<file path="src/rtl/pipe_hazard_ctrl.sv">
// Pipeline sequencer: drives enables and NOP selects for the five pipeline register banks
// from load-use, taken-branch and data-memory-wait events, with a memory watchdog.
module pipe_hazard_ctrl #(
    parameter int MAX_WAIT = 16,
    parameter int CNT_W    = 32
) (
    input  logic             clk,
    input  logic             reset,
    input  logic             ld_use_haz,
    input  logic             br_taken,
    input  logic             dmem_req,
    input  logic             dmem_ready,
    output logic             pc_en,
    output logic             ifid_en,
    output logic             idex_en,
    output logic             exmem_en,
    output logic             memwb_en,
    output logic             ifid_flush,
    output logic             idex_flush,
    output logic             memwb_bubble,
    output logic             mem_timeout,
    output logic [CNT_W-1:0] stall_cycles
);
    localparam int WC_W = $clog2(MAX_WAIT + 1);
    localparam logic [WC_W-1:0] WAIT_LIM = WC_W'(MAX_WAIT);

    localparam logic [1:0] S_RUN  = 2'd0;
    localparam logic [1:0] S_WAIT = 2'd1;
    localparam logic [1:0] S_ERR  = 2'd2;

    logic [1:0]      state, state_nxt;
    logic [WC_W-1:0] wait_cnt, wait_cnt_nxt;
    logic            timeout_set;
    logic            freeze;

    assign freeze = dmem_req & ~dmem_ready;

    // Freeze outranks the branch: the branch sits frozen in EX and flushes once the freeze ends.
    always_comb begin
        pc_en        = 1'b0;
        ifid_en      = 1'b0;
        idex_en      = 1'b0;
        exmem_en     = 1'b0;
        memwb_en     = 1'b0;
        ifid_flush   = 1'b0;
        idex_flush   = 1'b0;
        memwb_bubble = 1'b0;
        if (!reset && state != S_ERR) begin
            if (freeze) begin
                memwb_en     = 1'b1;
                memwb_bubble = 1'b1;
            end else if (br_taken) begin
                {pc_en, ifid_en, idex_en, exmem_en, memwb_en} = 5'b11111;
                ifid_flush = 1'b1;
                idex_flush = 1'b1;
            end else if (ld_use_haz) begin
                {idex_en, exmem_en, memwb_en} = 3'b111;
                idex_flush = 1'b1;
            end else begin
                {pc_en, ifid_en, idex_en, exmem_en, memwb_en} = 5'b11111;
            end
        end
    end

    always_comb begin
        state_nxt    = state;
        wait_cnt_nxt = wait_cnt;
        timeout_set  = 1'b0;
        case (state)
            S_RUN: begin
                if (freeze) begin
                    state_nxt    = S_WAIT;
                    wait_cnt_nxt = WC_W'(1);
                end
            end
            S_WAIT: begin
                if (!freeze) begin
                    state_nxt    = S_RUN;
                    wait_cnt_nxt = '0;
                end else if (wait_cnt == WAIT_LIM) begin
                    state_nxt   = S_ERR;
                    timeout_set = 1'b1;
                end else begin
                    wait_cnt_nxt = wait_cnt + 1'b1;
                end
            end
            S_ERR: state_nxt = S_ERR;
            default: begin
                state_nxt    = S_RUN;
                wait_cnt_nxt = '0;
            end
        endcase
    end

    always_ff @(posedge clk) begin
        if (reset) begin
            state        <= S_RUN;
            wait_cnt     <= '0;
            mem_timeout  <= 1'b0;
            stall_cycles <= '0;
        end else begin
            state    <= state_nxt;
            wait_cnt <= wait_cnt_nxt;
            if (timeout_set)
                mem_timeout <= 1'b1;
            // ERR also holds pc_en low but is not a stall worth counting.
            if (!pc_en && state != S_ERR && stall_cycles != '1)
                stall_cycles <= stall_cycles + 1'b1;
        end
    end
endmodule
</file>
<file path="config.mk">
export PLATFORM = sky130hd
export DESIGN_NAME = pipe_hazard_ctrl
export DESIGN_NICKNAME = d
export VERILOG_FILES = /design/src/rtl/pipe_hazard_ctrl.sv
export SDC_FILE = /design/constraint.sdc
export NUM_CORES = 1
export LEC_CHECK = 0
export ABC_AREA = 1
export CAP_MARGIN = 5
export CORE_MARGIN = 2
export CORE_UTILIZATION = 47
export CTS_CLUSTER_DIAMETER = 150
export CTS_CLUSTER_SIZE = 14
export DETAILED_ROUTE_END_ITERATION = 7
export PLACE_DENSITY = 0.76
export SLEW_MARGIN = 20
export SYNTH_ARGS = -nofsm -noshare
export SYNTH_HDL_FRONTEND = slang
export SYNTH_SLANG_ARGS = --single-unit
</file>
<file path="constraint.sdc">
create_clock -name clk -period 1.57 [get_ports clk]
set_input_delay 0.2355 -clock clk [delete_from_list [all_inputs] [get_ports clk]]
set_output_delay 0.2355 -clock clk [all_outputs]
set_load 0.05 [all_outputs]
</file>
# Word level (Yosys, flattened, before mapping)
# Index checks and enable logic that the tools add are counted.
# W data, S select, Z words.
# word_totals
input_bits	6
elab_cells	52
reg_bits	40
out_inout_bits	41
# op_classes
n_bitwise	3
n_reduce_logical	8
n_eq_ne	8
add_sub_neg	2
mux	27
# ops
op	n
$add A32 B1 Y32 const B	1
$ne A32 B32 Y1 const B	1
$mux W1	19
$mux W5	3
$pmux W5 S3	1
$mux W2	3
$ne A3 B3 Y1 const B	2
$pmux W2 S3	1
$add A5 B1 Y5 const B	1
$eq A5 B5 Y1 const B	1
$ne A2 B2 Y1 const B	2
$logic_and A1 B1 Y1	3
$reduce_and A3 Y1	1
$eq A2 B1 Y1 const B	1
$eq A2 B2 Y1 const B	1
$logic_not A1 Y1	2
$logic_not A2 Y1	1
$not A1 Y1	2
$reduce_and A2 Y1	1
$and A1 B1 Y1	1

# Logic depth before layout (Yosys ltp)
# depth
ltp_word	7
depth_mapped	11
depth_no_buf	10

# Least setup slack after synthesis
# No wires, ideal clock.
# synth_timing
path_kind	register -> output
start	register state[1]
end	output port idex_flush
path_stages_with_launch	7
n_path_buf	0
arrival_ps	2566
required_time_ps	1334
path_slack_ps	-1232
path_cell_list	dfxtp_1 -> inv_1 -> nor2_1 -> nor2_1 -> inv_1 -> nor2_1 -> o21a_1
# synth_between
elab_chain_cells	3
# synth_rtl
item	line	text
start: declaration	31	logic [1:0] state, state_nxt;
start signal: assignment	102	state <= state_nxt;
$ne A2 B2 Y1	48	if (!reset && state != S_ERR) begin
$logic_and A1 B1 Y1	48	
$mux W1	48	
end: declaration	19	output logic idex_flush,
# Every way passes these cells.

# Worst setup path after layout
# layout_timing
start	register stall_cycles[1]
end	register stall_cycles[16]
# layout_between
elab_chain_cells	2
word_cells_on_any_way	3
cone_classes	1 x add/sub; 1 x eq/ne; 1 x reduce/logical
# layout_rtl
item	line	text
start: declaration	22	output logic [CNT_W-1:0] stall_cycles
start signal: assignment	108	stall_cycles <= stall_cycles + 1'b1;
parallel branches: the longest is 2 deep, another holds $add A32 B1 Y32	--	
# Parallel ways; which one is timed is not known.
# A chain may end at the register's enable or synchronous reset.

==> flow_summary.yaml <==
power_and_ir_drop:
  powerDensity_nw_per_um2: 509
  swShare: 0.284
  p_comb_frac: 0.181
  p_sw_uw: 589
  seq_power_share: 0.499
  power_mw: 2.08
  power.static_leakage_nw: 1.69
  clkPwrFrac: 0.320
  peakVddDrop_mv: 0.389
  p_int_mw: 1.49
critical_path:
  critPathCapture: "stall_cycles[16]$_SDFFE_PP0P_"
  slowest_stage: "dfxtp_4"
  critPathMaxStageDelay_ns: 0.37
  end_kind: "flip-flop"
  cp.required_ns: 1.75
  r2r.worst_path.cells: 10
  start_kind: "flip-flop"
  rrSetupSlack_ns: -0.27
  crit_type: "flip-flop to flip-flop"
  crit_chain: "ha_4, nand2_4, nor2_4, buf_6, nand2_4, nor2_4, nand3_4, buf_12, a21oi_1, nor2_1"
  cp_data_arrival_time_ns: 2.02
  r2r_end: "stall_cycles[16]$_SDFFE_PP0P_"
  crit_path_start: "stall_cycles[1]$_SDFFE_PP0P_"
  worstPathMaxFanout: 5
  r2r_start: "stall_cycles[1]$_SDFFE_PP0P_"
yosys:
  netlist_top_cells_area: "dfxtp_1 31%, nand2_1 17%, nor2_1 17%"
  syn_area_per_cell_um2: 6.12
  synth.top_cell.area_share: 0.314
  synth-main-ff-cell: "dfxtp_1"
  syn-num-nets: 425
  async_reset_ff_frac: 0
  yosysSeqAreaShare: 0.314
  synth.most_common_cell: "nand2_1"
  yosysTopAreaCell: "dfxtp_1"
  syn-instance-count: 416
  ys_types: 31
  synthTopCellsByCount: "115 x nand2_1, 113 x nor2_1, 40 x dfxtp_1"
  synth_edf_count: 0
  yosys_warnings: 0
  ys_seq_elements: 40
  syn_area_um2: 2550
timing:
  rsz0062_at_grt: "true"
  layout_setup_ws_ns: -0.273
  hold_violations: 0
  slew_headroom: 0.806
  setup_viol: 24
  post-route-period-util: 1.17
  tightest_slew_ns: 0.291
  report.final.slew_viol_count: 0
  fin_worst_skew_ns: 0.0127
  layout_min_cycle_time_ns: 1.84
  setup_tns_ns: -1.39
  fmax_mhz: 543
routing:
  drtPass1Iterations: 5
  vias: 3037
  wl_um: 8130
  dr.first_iter.drc_count: 339
  vias_per_cell: 5.21
  postRouteAntennaNets: 0
  wire_per_inst_um: 13.9
  drc: 0
global_routing:
  grt_pass1_vias: 2752
  grt_usage: 0.251
  antenna_found_initial: 0
  grt_first_pass_wirelength_um: 12300
  grt_max_degree: 30
  gr-total-overflow: 0
clocking:
  cts_root_buffer: "clkbuf_8"
  path_clk_slew_ns: 0.08
  cts_tree: "built"
  clk_path_buf_depth: 2
  numCtsBuffers: 5
  ctsHoldBuffers: 0
  cts.sinks: 40
  insertion_delay_ns: 0.30
  htree_levels: 2
finish:
  multi_input_area_um2: 1930
  nets: 522
  drive_gt1_frac: 0.481
  register_area_um2: 853
  fill_cells: 349
  diodes: 0
  syn_to_final_growth_pct: 60.1
floorplan:
  dieArea_um2: 6020
  core_area_um2: 5170
  pin_count: 47
  fp.dieW_um: 77.6
  rows: 26
  die_h_um: 77.6
  initial_utilization: 0.493
run_status:
  outcome: "finished, violations left"
  violations: "setup timing"
min_path:
  holdCritPathClass: "flip-flop to flip-flop"
placement:
  globalplace.congestion: 0.928
  pre_cts_slack_ns: -0.178
  hpwl_um: 5190
  portBuffers: 46
job:
  drv_cap: 0
cell families (layout without fill, tap and decap cells):
family / count (synthesis) / in the layout / synth area share
compound gates: 37 / 37 / 0.0761
fa+ha+maj: 3 / 3 / 0.0147
buf+inv: 48 / 145 / 0.103
xor+xnor: 4 / 4 / 0.0138
flops: 40 / 40 / 0.314
simple gates: 284 / 284 / 0.478
routing by layer:
layer	share of wire	vias to the layer above	track usage
met5	0	-	0
met4	0.033	0	0.105
met3	0.057	29	0.0453
met2	0.49	118	0.425
met1	0.42	1399	0.311
li1	-	1491	-
final cells by class:
class	count	area share
clock inverters	1	0.00123
repair buffers	103	0.245
multi-input cells	328	0.472
clock buffers	6	0.0178
inverters	35	0.0328
flip-flops and latches	40	0.209
well taps	70	0.0215
metrics by stage:
| step | cells | cell area (µm²) | utilization | hold slack, ns |
|---|---|---|---|---|
| final | 583 | 4080 | 0.789 | 0.484 |
| after global routing | 583 | 4080 | 0.789 | 0.512 |
| after CTS | 579 | 3830 | 0.740 | 0.487 |
| after detailed placement | 560 | 3510 | 0.679 | 0.476 |
| after global placement | 560 | 3510 | 0.679 | 0.459 |
| after floorplan | 416 | 2760 | - | 0.454 |
power groups by stage:
stage               Clock [mW]  Sequential [mW]  Combinational [mW]
floorplan                    0             1.09               0.173
global placement             0             1.06               0.340
detailed placement           0             1.06               0.344
CTS                      0.668             1.04               0.360
global route             0.716             1.04               0.401
finish                   0.664             1.04               0.377
worst min path at each step:
| stage | from | endpoint | depth (start not counted) |
|---|---|---|---|
| 2_1_floorplan | wait_cnt[3]$_SDFFE_PP0P_ | wait_cnt[3]$_SDFFE_PP0P_ | 2 |
| 3_3_place_gp | mem_timeout$_SDFFE_PP0P_ | mem_timeout$_SDFFE_PP0P_ | 2 |
| 3_5_place_dp | wait_cnt[3]$_SDFFE_PP0P_ | wait_cnt[3]$_SDFFE_PP0P_ | 2 |
| 4_1_cts | wait_cnt[3]$_SDFFE_PP0P_ | wait_cnt[3]$_SDFFE_PP0P_ | 2 |
| 5_1_grt | wait_cnt[3]$_SDFFE_PP0P_ | wait_cnt[3]$_SDFFE_PP0P_ | 2 |
| 6_report | wait_cnt[3]$_SDFFE_PP0P_ | wait_cnt[3]$_SDFFE_PP0P_ | 2 |
critical path: cells and delay by family, from the launching register on:
family | cells | cell delay [ns]
AO/OA/AOI/OAI | 1 | 0.25
adder cells (fa/ha/maj) | 1 | 0.15
flip-flops | 1 | 0.37
AND/OR/NAND/NOR | 6 | 0.64
buffers and inverters | 2 | 0.30
timing repair:
action / 4_1_cts / 5_1_grt
pin swaps: 14 / 34
cloned: 2 / 1
buffers inserted: 11 / 4
resized for setup: 38 / 57
endpoints found under the setup margin: 30 / 38
sequential cells by signal, summed over array words and instances (netlist names):
register and cells:
stall_cycles 32, state 2, mem_timeout 1, wait_cnt 5
cell usage in the layout, fill, tap and decap left out, types with 2 or more instances in the layout:
cell type and instances:
nand2_1 103, nor2_1 81, buf_4 76, inv_1 30, dfxtp_2 30, a21oi_2 23, nor2_4 21, nand3_2 17
nor2_2 16, nand3_1 14, nand2_2 13, buf_12 11, a21oi_1 10, buf_6 8, dfxtp_1 6, clkbuf_8 5
inv_2 4, nand2_4 4, dfxtp_4 4, nand3_4 3, xor2_1 3, nand4_1 2, and2_1 2, nor2b_1 2
ha_1 2, dlygate4sd2_1 2, dlymetal6s2s_1 2
Note: power is estimated with default switching activity, not from simulation.
